<file path="src/rtl/neuron_mac_lanes_if.sv">
// Handshake and operand bundle for one neuron: request side (vector in) and
// response side (activated result out).
interface neuron_mac_lanes_if #(
    parameter int N_INPUTS   = 8,
    parameter int DATA_WIDTH = 16
);
    logic                                 in_valid;
    logic                                 in_ready;
    logic [N_INPUTS-1:0][DATA_WIDTH-1:0]  a_in;
    logic [N_INPUTS-1:0][DATA_WIDTH-1:0]  w_in;
    logic signed [DATA_WIDTH-1:0]         bias;
    logic [1:0]                           act_mode;
    logic                                 out_valid;
    logic                                 out_ready;
    logic signed [DATA_WIDTH-1:0]         a_out;
    logic                                 sat_flag;

    modport master (
        output in_valid, a_in, w_in, bias, act_mode, out_ready,
        input  in_ready, out_valid, a_out, sat_flag
    );

    modport slave (
        input  in_valid, a_in, w_in, bias, act_mode, out_ready,
        output in_ready, out_valid, a_out, sat_flag
    );
endinterface

</file>
<file path="src/rtl/neuron_mac_lanes.sv">
// Multi-lane fixed-point neuron: LANES MACs per cycle over N_INPUTS operands,
// then bias add, Q rescale, activation and saturation to DATA_WIDTH.
module neuron_mac_lanes #(
    parameter int N_INPUTS   = 8,
    parameter int LANES      = 2,
    parameter int DATA_WIDTH = 16,
    parameter int FRAC_BITS  = 8,
    parameter int ACC_WIDTH  = 48
) (
    input  logic              clk,
    input  logic              rst_n,
    neuron_mac_lanes_if.slave bus
);
    localparam int IDX_W  = $clog2(N_INPUTS + LANES + 1);
    localparam int PROD_W = 2 * DATA_WIDTH;

    localparam logic signed [ACC_WIDTH-1:0] SAT_MAX =
        {{(ACC_WIDTH-DATA_WIDTH+1){1'b0}}, {(DATA_WIDTH-1){1'b1}}};
    localparam logic signed [ACC_WIDTH-1:0] SAT_MIN =
        {{(ACC_WIDTH-DATA_WIDTH+1){1'b1}}, {(DATA_WIDTH-1){1'b0}}};

    if (ACC_WIDTH < 2*DATA_WIDTH + $clog2(N_INPUTS) + 1) begin : g_acc_chk
        $error("neuron_mac_lanes: ACC_WIDTH too narrow for the dot product");
    end
    if (FRAC_BITS >= DATA_WIDTH) begin : g_frac_chk
        $error("neuron_mac_lanes: FRAC_BITS must be below DATA_WIDTH");
    end
    if (LANES < 1 || LANES > N_INPUTS) begin : g_lane_chk
        $error("neuron_mac_lanes: LANES must be in 1..N_INPUTS");
    end

    typedef enum logic [1:0] {IDLE, COMPUTE, FINISH, OUTPUT} state_t;

    state_t                              state_q, state_d;
    logic signed [ACC_WIDTH-1:0]         acc_q, acc_d;
    logic [IDX_W-1:0]                    idx_q, idx_d;
    logic [N_INPUTS-1:0][DATA_WIDTH-1:0] a_q, a_d, w_q, w_d;
    logic signed [DATA_WIDTH-1:0]        bias_q, bias_d;
    logic [1:0]                          mode_q, mode_d;
    logic signed [DATA_WIDTH-1:0]        a_out_q, a_out_d;
    logic                                sat_q, sat_d;

    logic signed [PROD_W-1:0]            prod [LANES];
    logic signed [ACC_WIDTH-1:0]         lane_sum, bias_acc, sum_s, scaled_r, act_r;
    logic [DATA_WIDTH:0]                 sat_res;
    logic [IDX_W-1:0]                    idx_next;

    function automatic logic signed [ACC_WIDTH-1:0] activate(
        input logic signed [ACC_WIDTH-1:0] r,
        input logic [1:0]                  mode
    );
        activate = r;
        if (r[ACC_WIDTH-1]) begin
            case (mode)
                2'd1:    activate = '0;
                2'd2:    activate = r >>> 3;
                default: activate = r;
            endcase
        end
    endfunction

    // Returns {clamped, value}.
    function automatic logic [DATA_WIDTH:0] saturate(input logic signed [ACC_WIDTH-1:0] v);
        if (v > SAT_MAX)      saturate = {1'b1, SAT_MAX[DATA_WIDTH-1:0]};
        else if (v < SAT_MIN) saturate = {1'b1, SAT_MIN[DATA_WIDTH-1:0]};
        else                  saturate = {1'b0, v[DATA_WIDTH-1:0]};
    endfunction

    // Operand registers shift down by LANES each compute cycle, so the lanes
    // always read slots 0..LANES-1; zero fill makes padding lanes contribute 0.
    for (genvar g = 0; g < LANES; g++) begin : g_lane
        assign prod[g] = PROD_W'($signed(a_q[g])) * PROD_W'($signed(w_q[g]));
    end

    always_comb begin
        lane_sum = '0;
        for (int k = 0; k < LANES; k++) begin
            lane_sum = lane_sum + ACC_WIDTH'(prod[k]);
        end
        bias_acc = ACC_WIDTH'(bias_q) <<< FRAC_BITS;
        sum_s    = acc_q + bias_acc;
        scaled_r = sum_s >>> FRAC_BITS;
        act_r    = activate(scaled_r, mode_q);
        sat_res  = saturate(act_r);
        idx_next = idx_q + IDX_W'(LANES);
    end

    always_comb begin
        state_d = state_q;
        acc_d   = acc_q;
        idx_d   = idx_q;
        a_d     = a_q;
        w_d     = w_q;
        bias_d  = bias_q;
        mode_d  = mode_q;
        a_out_d = a_out_q;
        sat_d   = sat_q;
        case (state_q)
            IDLE: begin
                if (bus.in_valid) begin
                    a_d     = bus.a_in;
                    w_d     = bus.w_in;
                    bias_d  = bus.bias;
                    mode_d  = bus.act_mode;
                    acc_d   = '0;
                    idx_d   = '0;
                    state_d = COMPUTE;
                end
            end
            COMPUTE: begin
                acc_d = acc_q + lane_sum;
                idx_d = idx_next;
                a_d   = a_q >> (LANES * DATA_WIDTH);
                w_d   = w_q >> (LANES * DATA_WIDTH);
                if (idx_next >= IDX_W'(N_INPUTS)) state_d = FINISH;
            end
            FINISH: begin
                a_out_d = sat_res[DATA_WIDTH-1:0];
                sat_d   = sat_res[DATA_WIDTH];
                state_d = OUTPUT;
            end
            OUTPUT: begin
                if (bus.out_ready) state_d = IDLE;
            end
            default: state_d = IDLE;
        endcase
    end

    always_ff @(posedge clk or negedge rst_n) begin
        if (!rst_n) begin
            state_q <= IDLE;
            acc_q   <= '0;
            idx_q   <= '0;
            a_q     <= '0;
            w_q     <= '0;
            bias_q  <= '0;
            mode_q  <= '0;
            a_out_q <= '0;
            sat_q   <= 1'b0;
        end else begin
            state_q <= state_d;
            acc_q   <= acc_d;
            idx_q   <= idx_d;
            a_q     <= a_d;
            w_q     <= w_d;
            bias_q  <= bias_d;
            mode_q  <= mode_d;
            a_out_q <= a_out_d;
            sat_q   <= sat_d;
        end
    end

    assign bus.in_ready  = (state_q == IDLE);
    assign bus.out_valid = (state_q == OUTPUT);
    assign bus.a_out     = a_out_q;
    assign bus.sat_flag  = sat_q;
endmodule

</file>
<file path="src/flat_wrapper.sv">
// flat-port wrapper written by rule: the top's interface ports become plain ports
module neuron_mac_lanes_flat 
#(
    parameter int N_INPUTS   = 8,
    parameter int LANES      = 2,
    parameter int DATA_WIDTH = 16,
    parameter int FRAC_BITS  = 8,
    parameter int ACC_WIDTH  = 48
)
  (clk, rst_n, bus_in_valid, bus_a_in, bus_w_in, bus_bias, bus_act_mode, bus_out_ready, bus_in_ready, bus_out_valid, bus_a_out, bus_sat_flag);
  neuron_mac_lanes_if #(.N_INPUTS(N_INPUTS), .DATA_WIDTH(DATA_WIDTH)) bus_i ();
  input  logic clk;
  input  logic rst_n;
  input wire logic [$bits(bus_i.in_valid)-1:0] bus_in_valid;
  input wire logic [$bits(bus_i.a_in)-1:0] bus_a_in;
  input wire logic [$bits(bus_i.w_in)-1:0] bus_w_in;
  input wire logic [$bits(bus_i.bias)-1:0] bus_bias;
  input wire logic [$bits(bus_i.act_mode)-1:0] bus_act_mode;
  input wire logic [$bits(bus_i.out_ready)-1:0] bus_out_ready;
  output wire logic [$bits(bus_i.in_ready)-1:0] bus_in_ready;
  output wire logic [$bits(bus_i.out_valid)-1:0] bus_out_valid;
  output wire logic [$bits(bus_i.a_out)-1:0] bus_a_out;
  output wire logic [$bits(bus_i.sat_flag)-1:0] bus_sat_flag;
  assign bus_i.in_valid = bus_in_valid;
  assign bus_i.a_in = bus_a_in;
  assign bus_i.w_in = bus_w_in;
  assign bus_i.bias = bus_bias;
  assign bus_i.act_mode = bus_act_mode;
  assign bus_i.out_ready = bus_out_ready;
  assign bus_in_ready = bus_i.in_ready;
  assign bus_out_valid = bus_i.out_valid;
  assign bus_a_out = bus_i.a_out;
  assign bus_sat_flag = bus_i.sat_flag;
  neuron_mac_lanes #(.N_INPUTS(N_INPUTS), .LANES(LANES), .DATA_WIDTH(DATA_WIDTH), .FRAC_BITS(FRAC_BITS), .ACC_WIDTH(ACC_WIDTH)) u_core (.clk(clk), .rst_n(rst_n), .bus(bus_i));
endmodule
</file>
<file path="config.mk">
export PLATFORM = sky130hd
export DESIGN_NAME = neuron_mac_lanes_flat
export DESIGN_NICKNAME = d
export VERILOG_FILES = /design/src/rtl/neuron_mac_lanes_if.sv /design/src/rtl/neuron_mac_lanes.sv /design/src/flat_wrapper.sv
export SDC_FILE = /design/constraint.sdc
export NUM_CORES = 2
export LEC_CHECK = 0
export CORE_UTILIZATION = 60
export DETAILED_ROUTE_END_ITERATION = 7
export GPL_TIMING_DRIVEN = 0
export PLACE_DENSITY_LB_ADDON = 0.25
export SETUP_SLACK_MARGIN = 0.02
export SYNTH_ARGS = -nofsm -noshare
export SYNTH_HDL_FRONTEND = slang
export SYNTH_SLANG_ARGS = --single-unit
</file>
<file path="constraint.sdc">
create_clock -name clk -period 18.75 [get_ports clk]
set_clock_uncertainty 0.1 [all_clocks]
set_input_delay 2.8125 -clock clk [delete_from_list [all_inputs] [get_ports clk]]
set_output_delay 2.8125 -clock clk [all_outputs]
set_load 0.01 [all_outputs]
</file>
==> out/results.tsv <==
metric	value	unit
first-pass GRT wire length	171700	microns
outcome	complete, no violations	
most common cell after layout, fill and taps aside	inv_1	
routability cong.	0.9728	
ys async rst share	1.000	
Fmax achieved	0.08576	GHz
Max-Cap Viols	0	
post-cts sizing count	0	
H-tree levels	2	
post-route core utilization	0.6964	
DR vias	30720	
Total GRT Usage	0.3319	
final std cells w/o fill	5355	
worst-margin pin slew	1.427	ns
register-to-register setup slack	7.09	ns
CTS tree	yes	
I/O Pins	297	
Synth Instances	4126	
share of layout cells above drive strength 1	0.03067	
Synth Cell Area	0.03949	sq mm
Slew HR	0.04890	
final setup fails	0	
TritonCTS buffer count	42	
drt pass-1 iters	5	
initial core utilization	0.6104	
antenna-violating nets left	0	
PortBufs	296	
die area	0.06685	sq mm
register area share after synthesis	0.2180	
ys flop type	dfrtp_1	
HP Class	register to register	
core area	0.06470	sq mm
CP Capture Type	register	
Synth Net Count	5233	
Synth Register Bits	344	
initial antenna violation count	3	
vias in the first global route	31860	
RSZ-0062 raised after global routing	no	
Via density	5.737	
grt total ovfl	0	
Vert. Die Dim	258.6	microns
Rows	93	
Die X-Extent	258.6	microns
Setup CP Type	register to register	
total wire length	106800	microns
CTS clock-pin slew for the worst setup and hold paths	0.06	ns
Worst EP required	19.14	ns
most frequent cells in the layout	inv_1, fa_1, nand2_1	
Post-synth EDFFs	0	
Synth Area per Inst	9.572	sq um
Crit path top cell by count	fa_1	
crit path buf inv count	7	
Worst-Skew Late Latency	0.63	ns
# diodes	0	
post-CTS setup repair buffer count	0	
fin. max-slew vios	0	
cell family with most CP delay	adder cells	
placed insts	5280	
Post-CTS Hold Fix Bufs	0	
post-route clock period utilization	0.6219	
NumNets Final	5576	
DRC violation count after routing	0	
largest net degree at the start of global routing	123	
per-cell routed wire length	19.94	microns
CTS Root Cell	clkbuf_16	
Final min period	11.66	ns
Final Hold Fails	0	
crit-path max FO	10	
CP max-delay cell	fa_1	
synth warn	0	
Area growth syn-to-layout	14.08	%
CTS max path bufs	3	
max incr delay on CP	0.80	ns
Data arrival, critical path	12.05	ns
starting DRC count in detailed routing	2404	
Netlist cell types	87	
DP HPWL	88110	microns
CP Launch Type	register	
total clock sinks	344	
final cells by class:
type	count	area [sq um]
Multi-Input combinational cell	2936	27690
Inverter	653	2451
Fill cell	5032	19640
Tap cell	855	1070
Buffer	193	748.2
Clock inverter	17	230.2
Timing Repair Buffer	299	3038
Sequential cell	344	8608
Clock buffer	58	1221
metrics by stage:
stage                     TNS [ns]  worst slack (ns)  hold WS [ns]  instance area (sq um)
after floorplan                  0             9.133        0.3496                  39490
after detailed placement         0             7.384        0.3699                  43600
after CTS                        0             7.277        0.3826                  45050
after global routing             0             6.496        0.3959                  45050
final                            0             7.090        0.3755                  45050
after global placement     -283.41           -0.9385        0.3603                  43530
final timing paths:
path | end | from | cells after the start
max | u_core.acc_q[47] | u_core.a_q[15] | 37
max reg2reg | u_core.acc_q[47] | u_core.a_q[15] | 37
min | u_core.w_q[78] | u_core.w_q[78] | 2
max in group asynchronous | u_core.a_q[58] | rst_n | 3
min in group asynchronous | u_core.acc_q[34] | rst_n | 1
min reg2reg | u_core.w_q[78] | u_core.w_q[78] | 2
synth_stat cells, types with 21 or more instances:
| cell | number | area [sq um] |
|---|---|---|
| inv_1 | 653 | 2451 |
| fa_1 | 586 | 11730 |
| nand2_1 | 525 | 1971 |
| dfrtp_1 | 344 | 8608 |
| o21ai_0 | 289 | 1446 |
| and2_1 | 263 | 1645 |
| ha_1 | 243 | 3040 |
| mux2i_1 | 202 | 2022 |
| clkbuf_1 | 172 | 645.6 |
| nor2_1 | 119 | 446.7 |
| a21oi_1 | 100 | 500.5 |
| xnor2_1 | 79 | 691.9 |
| a22o_1 | 70 | 613.1 |
| a21o_1 | 57 | 427.9 |
| nor3_1 | 30 | 150.1 |
| xor2_1 | 29 | 254.0 |
| nand3_1 | 23 | 115.1 |
| a211oi_1 | 22 | 165.2 |
| nand4_1 | 21 | 131.4 |
| o22ai_1 | 21 | 131.4 |
logic make-up after synthesis:
| logic type | after synthesis | synth area share |
|---|---|---|
| xor gates and xnor gates | 108 | 0.02395 |
| muxes | 222 | 0.05690 |
| buffers and inverters | 846 | 0.08101 |
| DFF | 344 | 0.2180 |
| and+or+nand+nor | 1067 | 0.1282 |
| AOI/OAI and AO/OA | 710 | 0.1180 |
| adders and majority gates | 829 | 0.3740 |
worst register-to-register path: cells and delay by family, from the launching register on:
kind	cells	cell delay, ns
flip-flops	1	0.58
buffers and inverters	7	1.38
AO/OA/AOI/OAI	14	3.48
AND/OR/NAND/NOR	5	1.03
adder cells (fa/ha/maj)	10	4.83
XOR/XNOR	1	0.14
flip-flops by register name, indices dropped and copies added (netlist names):
signal	cells
u_core.idx_q	3
u_core.mode_q	2
u_core.bus.a_out	16
u_core.state_q	2
u_core.bias_q	16
u_core.acc_q	48
u_core.w_q	128
u_core.a_q	128
u_core.bus.sat_flag	1
layer usage:
| layer | routed length (microns) | GRT usage |
|---|---|---|
| met1 | 42970 | 0.4494 |
| met5 | 0 | 0 |
| met4 | 4635 | 0.1369 |
| met2 | 49210 | 0.5159 |
| met3 | 9945 | 0.07874 |
Power is not shown: default switching activity piles up to over one toggle a cycle in this logic, so the estimate is an artifact.
